[src/rtl/tdc_capture_encoder.sv]
// tdc_capture_encoder
//   Control and readout stage around a tapped delay line. Launches an edge
//   into the line and captures the thermometer code on the next clock. The
//   capture is synchronised and single-tap bubbles are removed. The result is
//   encoded to a binary tap count and handed downstream with valid/ready.
//
// Ports
//   clk_i    in   1      system clock
//   rst_ni   in   1      asynchronous active-low reset
//   start_i  in   1      request one measurement (sampled only in IDLE)
//   taps_i   in   N      thermometer taps from the delay line (async)
//   pulse_o  out  1      registered launch edge into the delay line
//   meas_o   out  OUT_W  corrected tap count, 0..N
//   ovf_o    out  1      all corrected taps set
//   zero_o   out  1      no corrected taps set
//   valid_o  out  1      meas_o/ovf_o/zero_o valid
//   ready_i  in   1      downstream accepts result
//   busy_o   out  1      FSM not in IDLE
module tdc_capture_encoder #(
  parameter  int unsigned N           = 64,
  parameter  int unsigned SYNC_STAGES = 2,
  parameter  int unsigned DRAIN_CYC   = 4,
  localparam int unsigned OUT_W       = $clog2(N + 1)
) (
  input  logic             clk_i,
  input  logic             rst_ni,
  input  logic             start_i,
  input  logic [N-1:0]     taps_i,
  output logic             pulse_o,
  output logic [OUT_W-1:0] meas_o,
  output logic             ovf_o,
  output logic             zero_o,
  output logic             valid_o,
  input  logic             ready_i,
  output logic             busy_o
);

  localparam int unsigned CNT_MAX = (SYNC_STAGES > DRAIN_CYC) ? SYNC_STAGES : DRAIN_CYC;
  localparam int unsigned CNT_W   = $clog2(CNT_MAX + 1);

  typedef enum logic [2:0] {
    IDLE,
    LAUNCH,
    SETTLE,
    VALID,
    DRAIN
  } state_t;

  state_t           state_q, state_d;
  logic [CNT_W-1:0] cnt_q, cnt_d;
  logic             pulse_d, valid_d, busy_d;
  logic             load_res;

  logic [N-1:0]     sync_q [SYNC_STAGES];
  logic [N+1:0]     t_ext;
  logic [N-1:0]     corr;
  logic [OUT_W-1:0] pop;

  // State register; pulse/valid/busy are registered alongside the state.
  always_ff @(posedge clk_i or negedge rst_ni) begin
    if (!rst_ni) begin
      state_q <= IDLE;
      cnt_q   <= '0;
      pulse_o <= 1'b0;
      valid_o <= 1'b0;
      busy_o  <= 1'b0;
    end else begin
      state_q <= state_d;
      cnt_q   <= cnt_d;
      pulse_o <= pulse_d;
      valid_o <= valid_d;
      busy_o  <= busy_d;
    end
  end

  // Next-state logic. The counter is loaded with (cycles - 1) on entry so
  // SETTLE lasts SYNC_STAGES cycles and DRAIN lasts DRAIN_CYC cycles.
  always_comb begin
    state_d = state_q;
    cnt_d   = cnt_q;
    unique case (state_q)
      IDLE: begin
        if (start_i) state_d = LAUNCH;
      end
      LAUNCH: begin
        state_d = SETTLE;
        cnt_d   = CNT_W'(SYNC_STAGES - 1);
      end
      SETTLE: begin
        if (cnt_q == '0) state_d = VALID;
        else             cnt_d   = cnt_q - CNT_W'(1);
      end
      VALID: begin
        if (ready_i) begin
          state_d = DRAIN;
          cnt_d   = CNT_W'(DRAIN_CYC - 1);
        end
      end
      DRAIN: begin
        if (cnt_q == '0) state_d = IDLE;
        else             cnt_d   = cnt_q - CNT_W'(1);
      end
      default: state_d = IDLE;
    endcase
  end

  // Output logic: next values of the registered outputs, derived from state_d.
  always_comb begin
    pulse_d  = (state_d == LAUNCH) || (state_d == SETTLE) || (state_d == VALID);
    valid_d  = (state_d == VALID);
    busy_d   = (state_d != IDLE);
    load_res = (state_q == SETTLE) && (cnt_q == '0);
  end

  // Capture flop loads only in LAUNCH; later stages shift every edge, which
  // is harmless since stage 0 is frozen until the next launch.
  always_ff @(posedge clk_i or negedge rst_ni) begin
    if (!rst_ni) begin
      for (int unsigned j = 0; j < SYNC_STAGES; j++) sync_q[j] <= '0;
    end else begin
      if (state_q == LAUNCH) sync_q[0] <= taps_i;
      for (int unsigned j = 1; j < SYNC_STAGES; j++) sync_q[j] <= sync_q[j-1];
    end
  end

  // Bubble correction: 3-tap majority with the line start tied to 1 and the
  // far end tied to 0, then popcount.
  always_comb begin
    t_ext = {1'b0, sync_q[SYNC_STAGES-1], 1'b1};
    corr  = '0;
    pop   = '0;
    for (int unsigned i = 0; i < N; i++) begin
      corr[i] = (t_ext[i] & t_ext[i+1]) | (t_ext[i] & t_ext[i+2]) | (t_ext[i+1] & t_ext[i+2]);
      pop     = pop + OUT_W'(corr[i]);
    end
  end

  always_ff @(posedge clk_i or negedge rst_ni) begin
    if (!rst_ni) begin
      meas_o <= '0;
      ovf_o  <= 1'b0;
      zero_o <= 1'b0;
    end else if (load_res) begin
      meas_o <= pop;
      ovf_o  <= (pop == OUT_W'(N));
      zero_o <= (pop == '0);
    end
  end

endmodule

[config.mk]
export PLATFORM = sky130hd
export DESIGN_NAME = tdc_capture_encoder
export DESIGN_NICKNAME = d
export VERILOG_FILES = /design/src/rtl/tdc_capture_encoder.sv
export SDC_FILE = /design/constraint.sdc
export NUM_CORES = 1
export LEC_CHECK = 0
export BUFFER_PORTS_ARGS = -buffer_cell sky130_fd_sc_hd__buf_2
export CAP_MARGIN = 15
export CORE_MARGIN = 2
export CORE_UTILIZATION = 53
export CTS_CLUSTER_SIZE = 40
export DETAILED_ROUTE_END_ITERATION = 12
export PLACE_DENSITY = 0.83
export SETUP_SLACK_MARGIN = 0.3
export SLEW_MARGIN = 20
export SYNTH_ARGS = -nofsm -noshare
export SYNTH_HDL_FRONTEND = slang
export SYNTH_SLANG_ARGS = --single-unit
[constraint.sdc]
create_clock -name clk_i -period 6.6 [get_ports clk_i]
set_input_delay 0.33 -clock clk_i [delete_from_list [all_inputs] [get_ports clk_i]]
set_output_delay 0.33 -clock clk_i [all_outputs]
set_load 0.01 [all_outputs]
==> results.cfg, run 1 <==
[setup_path]
required_ns = 6.94
worstSetupPathType = reg2reg
worst_path_most_repeated_cell = fa_1
worst-path-buf-inv = 6
cp.arrival_ns = 7.24
critPathLaunchType = flop
regToRegSetupSlack_ns = -0.30
crit_path_top_delay_cell = fa_1
max_stage_delay_ns = 0.55
critical-path-top-delay-family = adder cells
worst-path-max-fanout = 2
crit_path_end_kind = flop
crit_path_cell_trace = maj3_2 > fa_1 > inv_1 > fa_1 > inv_1 > fa_1 > inv_2 > fa_1 > inv_2 > fa_1 > inv_2 > fa_1 > fa_1 > fa_1 > inv_1 > ha_2 > fa_2 > a21o_1 > a21oi_2 > xor2_1 > or4b_4 > o31ai_2

[timing]
fmax_mhz = 145
holdWs_ns = 0.120
finalSetupViolCount = 3
relSlewSlack_pct = 41.6
layout_setup_ws_ns = -0.301
drv_slew = 0
finalClockSkew_ns = 0.0123
min_period_over_period_pct = 105
rsz0062_at_grt = yes
finalHoldViolCount = 0
tightest_slew_ns = 0.876
fin_crit_ns = 6.90

[drt]
drtAntennaViolNets = 0
drt_iter0_markers = 231
avgViaCountPerCell = 5.17
routed_wl_mm = 13.6
wl_per_cell_um = 16.0
dr.pass1.iters = 4
vias = 4398
drc = 0

[run]
max-cap-violations = 0

[clock_network]
worstSkewPairLatency_ns = 0.43
cts.sink_count = 146
cts_buffers = 17
cts_htree_levels = 4
cts_max_path_buffers = 2
clk_pin_slew_worst_paths_ns = 0.06
root_buffer = clkbuf_16
cts_tree = done

[yosys]
yosysWarningCount = 0
synth.avg_cell_area_um2 = 13.8
ys_ff_latch = 146
synth.distinct_cells = 38
syn-instance-count = 515
syn_area_mm2 = 0.00709
synthesis.nets = 654
ys_seq_area_share_pct = 51.5

[finish]
final_nets = 800
synthToLayoutAreaGrowth_pct = 24.5
insertedDiodeCount = 0
drive_gt1_share_pct = 30.1
final_util_pct = 67.2
fillers = 921
fin_cells = 850

[grt]
grt_pass1_wl_mm = 22.8
gr-total-overflow = 0
antenna_found_initial = 0
grt_max_degree = 76
groute.usage.overall_pct = 20.8
grt_pass1_vias = 4828

[placement]
dp_cells = 807
hpwl_mm = 9.72
port_buffers = 79
place.gp.congestion = 0.895

[die]
initial_core_util_pct = 54.0
die_area_mm2 = 0.0143
fp.dieH_um = 120
rows = 42
die_w_um = 120
io-pin-count = 80
fp.coreArea_mm2 = 0.0131

[worst_hold_path]
hp-class = in2reg

[run_status]
outcome = complete, but fails checks
violations = negative setup slack
[layer usage]
layer / up-vias / GRT usage [%] / routed length [um] / share of wire (%)
met5: - / 0 / 0 / 0
met4: 0 / 8.90 / 345 / 2.5
met3: 25 / 5.09 / 480 / 3.5
met2: 88 / 35.6 / 7170 / 53
met1: 2252 / 25.2 / 5570 / 41
li1: 2033 / - / - / -
[Yosys cell counts]
library cell | instances | share of area [%]
nor2_2 | 1 | 0.088
o21bai_1 | 1 | 0.11
or2_1 | 1 | 0.088
fa_1 | 54 | 15
o21ai_1 | 1 | 0.071
o31a_1 | 1 | 0.12
o21ai_0 | 44 | 3.1
o21a_1 | 1 | 0.11
a21oi_2 | 1 | 0.12
nor3b_1 | 1 | 0.11
nor2b_1 | 6 | 0.53
inv_1 | 50 | 2.6
nand2b_1 | 3 | 0.26
a31oi_1 | 1 | 0.088
dfrtp_1 | 146 | 52
mux2_1 | 65 | 10
clkbuf_1 | 3 | 0.16
a21o_1 | 34 | 3.6
nand2_8 | 1 | 0.28
nor2_1 | 8 | 0.42
mux2_2 | 4 | 0.64
a211oi_2 | 1 | 0.18
nand3b_1 | 1 | 0.11
o31ai_1 | 3 | 0.32
xor2_1 | 2 | 0.25
xnor2_1 | 2 | 0.25
maj3_1 | 26 | 3.7
a2bb2oi_1 | 1 | 0.12
nand2_1 | 10 | 0.53
ha_1 | 17 | 3.0
or2_2 | 2 | 0.18
nor3_1 | 1 | 0.071
or4b_1 | 1 | 0.14
buf_2 | 7 | 0.49
a21oi_1 | 8 | 0.56
nand3_1 | 3 | 0.21
a32oi_1 | 1 | 0.12
and2_1 | 2 | 0.18
[flip-flops by register name (all words and copies together), names as in the netlist]
signal,count
zero_o,1
pulse_o,1
sync_q,128
cnt_q,3
meas_o,7
state_q,3
valid_o,1
ovf_o,1
busy_o,1
[cell families after synthesis]
kind of cell / after synthesis / synth area share, %
AO/OA/AOI/OAI: 98 / 8.63
XOR/XNOR: 4 / 0.494
adder cells (fa/ha/maj): 97 / 21.9
buffers and inverters: 60 / 3.30
flip-flops: 146 / 51.5
multiplexers: 69 / 11.0
AND/OR/NAND/NOR: 41 / 3.19
[through the flow]
step           area, um^2  setup TNS, ns  worst slack, ns
2_1_floorplan        7110        -0.0112          -0.0112
6_report             8830         -0.560           -0.301
5_1_grt              8830          -1.24           -0.464
3_5_place_dp         8040         -0.584           -0.327
3_3_place_gp         8040         -0.250           -0.141
4_1_cts              8760         -0.467           -0.254
[timing repair]
item / CTS / global route
pin swaps: 21 / 13
hold endpoints to repair: 71 / 0
cloned: 0 / 0
hold buffers: 1 / 0
resized for setup: 11 / 14
setup endpoints to repair: 6 / 7
setup buffers: 7 / 3
[layout make-up]
class	instances	area (um^2)	share of cell area, %
clock buffer	19	443	5.02
clock inverter	13	175	1.98
inverter	50	188	2.13
multi-input combinational	309	3300	37.4
sequential	146	3650	41.4
tap	176	220	2.49
timing repair buffer	137	847	9.59
[placed cells by master, fill, tap and decap left out, types with 3 or more instances in the layout]
| master | Yosys | routed |
|---|---|---|
| dfrtp_1 | 146 | 146 |
| buf_2 | 7 | 78 |
| mux2_1 | 65 | 64 |
| buf_4 | 0 | 55 |
| fa_1 | 54 | 51 |
| inv_1 | 50 | 47 |
| o21ai_0 | 44 | 42 |
| a21o_1 | 34 | 34 |
| maj3_1 | 26 | 19 |
| clkbuf_16 | 0 | 17 |
| ha_1 | 17 | 16 |
| nand2_1 | 10 | 10 |
| nor2_1 | 8 | 8 |
| maj3_2 | 0 | 7 |
| a21oi_1 | 8 | 6 |
| nor2b_1 | 6 | 6 |
| mux2_2 | 4 | 4 |
| nand2b_1 | 3 | 3 |
| inv_2 | 0 | 3 |
| nand3_1 | 3 | 3 |
| fa_2 | 0 | 3 |
| clkinvlp_4 | 0 | 3 |
| inv_6 | 0 | 3 |
| bufinv_16 | 0 | 3 |
| buf_6 | 0 | 3 |
[worst register-to-register path: cells and delay by family (launching register included)]
family / cells / cell delay, ns
and+or+nand+nor: 1 / 0.52
buffers and inverters: 6 / 0.28
adders and majority gates: 11 / 4.85
xor gates and xnor gates: 1 / 0.20
AOI/OAI and AO/OA: 3 / 0.57
DFF: 1 / 0.41
[worst paths after layout]
path                                    end       start  depth (start not counted)
worst max-delay path                 zero_o  sync_q[55]                         22
worst min-delay path            sync_q[125]  taps_i[61]                          2
worst max register to register       zero_o  sync_q[55]                         22
worst min register to register   sync_q[25]  sync_q[89]                          0
max in group asynchronous        state_q[2]      rst_ni                          3
min in group asynchronous         sync_q[4]      rst_ni                          2
Power of run 1 is left out: the tool's default activity adds up to more than one toggle a clock period on the data nets, which glitch-free logic cannot reach.
==> run 2, diff against run 1 <==
--- a/config.mk
+++ b/config.mk
@@ -12,7 +12,6 @@
 export CTS_CLUSTER_SIZE = 40
 export DETAILED_ROUTE_END_ITERATION = 12
 export PLACE_DENSITY = 0.83
-export SETUP_SLACK_MARGIN = 0.3
 export SLEW_MARGIN = 20
 export SYNTH_ARGS = -nofsm -noshare
 export SYNTH_HDL_FRONTEND = slang
==> run 2 against run 1 <==
The flow still finishes with violations (negative setup slack). Worst setup slack got worse by 0.0046 ns. Critical path depth unchanged. Routed wire length increased by 1.1%. Sequential share of layout area about the same. Core utilization about the same. Non-clock buffer count decreased by 1. Count of clock-buffer cells in the layout unchanged. Global-route usage increased by 0.061 points. First-iteration DRC count decreased by 9.1%. Clock skew about the same.
==> results.cfg, run 2 (synthesized netlist as in run 1, its figures left out) <==
[timing]
finalSetupViolCount = 3
holdWs_ns = 0.118
finalHoldViolCount = 0
drv_slew = 0
min_period_over_period_pct = 105
tightest_slew_ns = 0.876
layout_setup_ws_ns = -0.306
finalClockSkew_ns = 0.0122
fmax_mhz = 145
fin_crit_ns = 6.91
setup_tns_ns = -0.581
relSlewSlack_pct = 41.6
rsz0062_at_grt = yes

[grt]
groute.usage.overall_pct = 20.8
antenna_found_initial = 0
gr-total-overflow = 0
grt_max_degree = 76
grt_pass1_vias = 4819
grt_pass1_wl_mm = 22.9

[finish]
multiInputGateArea_mm2 = 0.00331
largestRegisters = sync_q x128, meas_o x7
stdcell_area_mm2 = 0.00883
regArea_mm2 = 0.00365
drive_gt1_share_pct = 30.0
final_cell_mix = 146 x dfrtp_1, 78 x buf_2, 64 x mux2_1
largest_register = sync_q
largest_reg_flops = 128
final_nets = 799
fillers = 926
final_common_cell = dfrtp_1
insertedDiodeCount = 0
synthToLayoutAreaGrowth_pct = 24.5

[drt]
top_layer = met4
vias = 4406
drtAntennaViolNets = 0
wl_met1_mm = 5.52
dr.pass1.iters = 4
routed_wl_mm = 13.7
met2_length_mm = 7.26
wl_met3_um = 554
wl_per_cell_um = 16.2
drt_iter0_markers = 210
avgViaCountPerCell = 5.19
drc = 0

[die]
die_area_mm2 = 0.0143
io-pin-count = 80
initial_core_util_pct = 54.0
fp.coreArea_mm2 = 0.0131
die_w_um = 120
rows = 42
fp.dieH_um = 120

[setup_path]
cp.depth = 22
r2r_cells = 22
critical-path-top-delay-family = adder cells
crit_path_end_kind = flop
crit_path_top_delay_cell = fa_1
critPathLaunchType = flop
worstSetupPathType = reg2reg
cp.arrival_ns = 7.25
worst-path-max-fanout = 2
max_stage_delay_ns = 0.55
required_ns = 6.94
worst_path_most_repeated_cell = fa_1
worst-path-buf-inv = 6
crit_path_cell_trace = maj3_2 > fa_1 > inv_1 > fa_1 > inv_1 > fa_1 > inv_2 > fa_1 > inv_2 > fa_1 > inv_2 > fa_1 > fa_1 > fa_1 > inv_1 > ha_2 > fa_2 > a21o_1 > a21oi_2 > xor2_1 > or4b_4 > o31ai_2

[placement]
placed_area_mm2 = 0.00804
hpwl_mm = 9.72
dp_slack_ns = -0.327
port_buffers = 79
place.gp.congestion = 0.895

[clock_network]
cts.sink_count = 146
worstSkewPairLatency_ns = 0.43
root_buffer = clkbuf_16
cts_buffers = 17
cts_max_path_buffers = 2
cts_htree_levels = 4
clk_pin_slew_worst_paths_ns = 0.06
cts_tree = done

[worst_hold_path]
hp-class = in2reg
hold_depth = 2

[run_status]
violations = negative setup slack
outcome = complete, but fails checks

[run]
max-cap-violations = 0
-- run 2: worst register-to-register path, stage by stage (launching register included) --
cell     delay [ns]
dfrtp_1        0.41
maj3_2         0.34
fa_1           0.55
inv_1          0.05
fa_1           0.48
inv_1          0.05
fa_1           0.49
inv_2          0.04
fa_1           0.49
inv_2          0.04
fa_1           0.49
inv_2          0.04
fa_1           0.55
fa_1           0.43
fa_1           0.49
inv_1          0.05
ha_2           0.19
fa_2           0.35
a21o_1         0.18
a21oi_2        0.17
xor2_1         0.20
or4b_4         0.52
o31ai_2        0.23
-- run 2: worst paths after layout --
check	startpoint	to	slack, ns
max in group asynchronous	rst_ni	state_q[2]	4.81
worst min-delay path	taps_i[61]	sync_q[125]	0.12
worst max register to register	sync_q[55]	zero_o	-0.31
worst max-delay path	sync_q[55]	zero_o	-0.31
worst min register to register	sync_q[110]	sync_q[46]	0.37
min in group asynchronous	rst_ni	sync_q[4]	0.47
-- run 2: repair_timing --
item / CTS / global route
setup endpoints to repair: 2 / 5
setup buffers: 6 / 4
pin swaps: 18 / 11
hold buffers: 1 / 0
cloned: 0 / 0
gates resized for setup: 7 / 16
endpoints found under the hold margin: 71 / 0
-- run 2: metrics by stage --
step | std cells | utilization [%]
finish | 849 | 67.2
global route | 849 | 67.2
CTS | 846 | 66.5
detailed placement | 807 | 61.2
global placement | 807 | 61.2
floorplan | 515 | -
-- run 2: layout make-up --
class,count,share of cell area [%]
well taps,176,2.50
multi-input cells,309,37.6
clock buffers,19,5.02
flip-flops and latches,146,41.4
clock inverters,13,1.98
repair buffers,136,9.43
inverters,50,2.13
-- run 2: routing by layer --
metal	track usage, %	vias to the layer above
li1	-	2025
met1	25.3	2253
met2	35.8	96
met3	5.04	32
met4	8.75	0
met5	0	-
Power of run 2 is left out for the same reason.
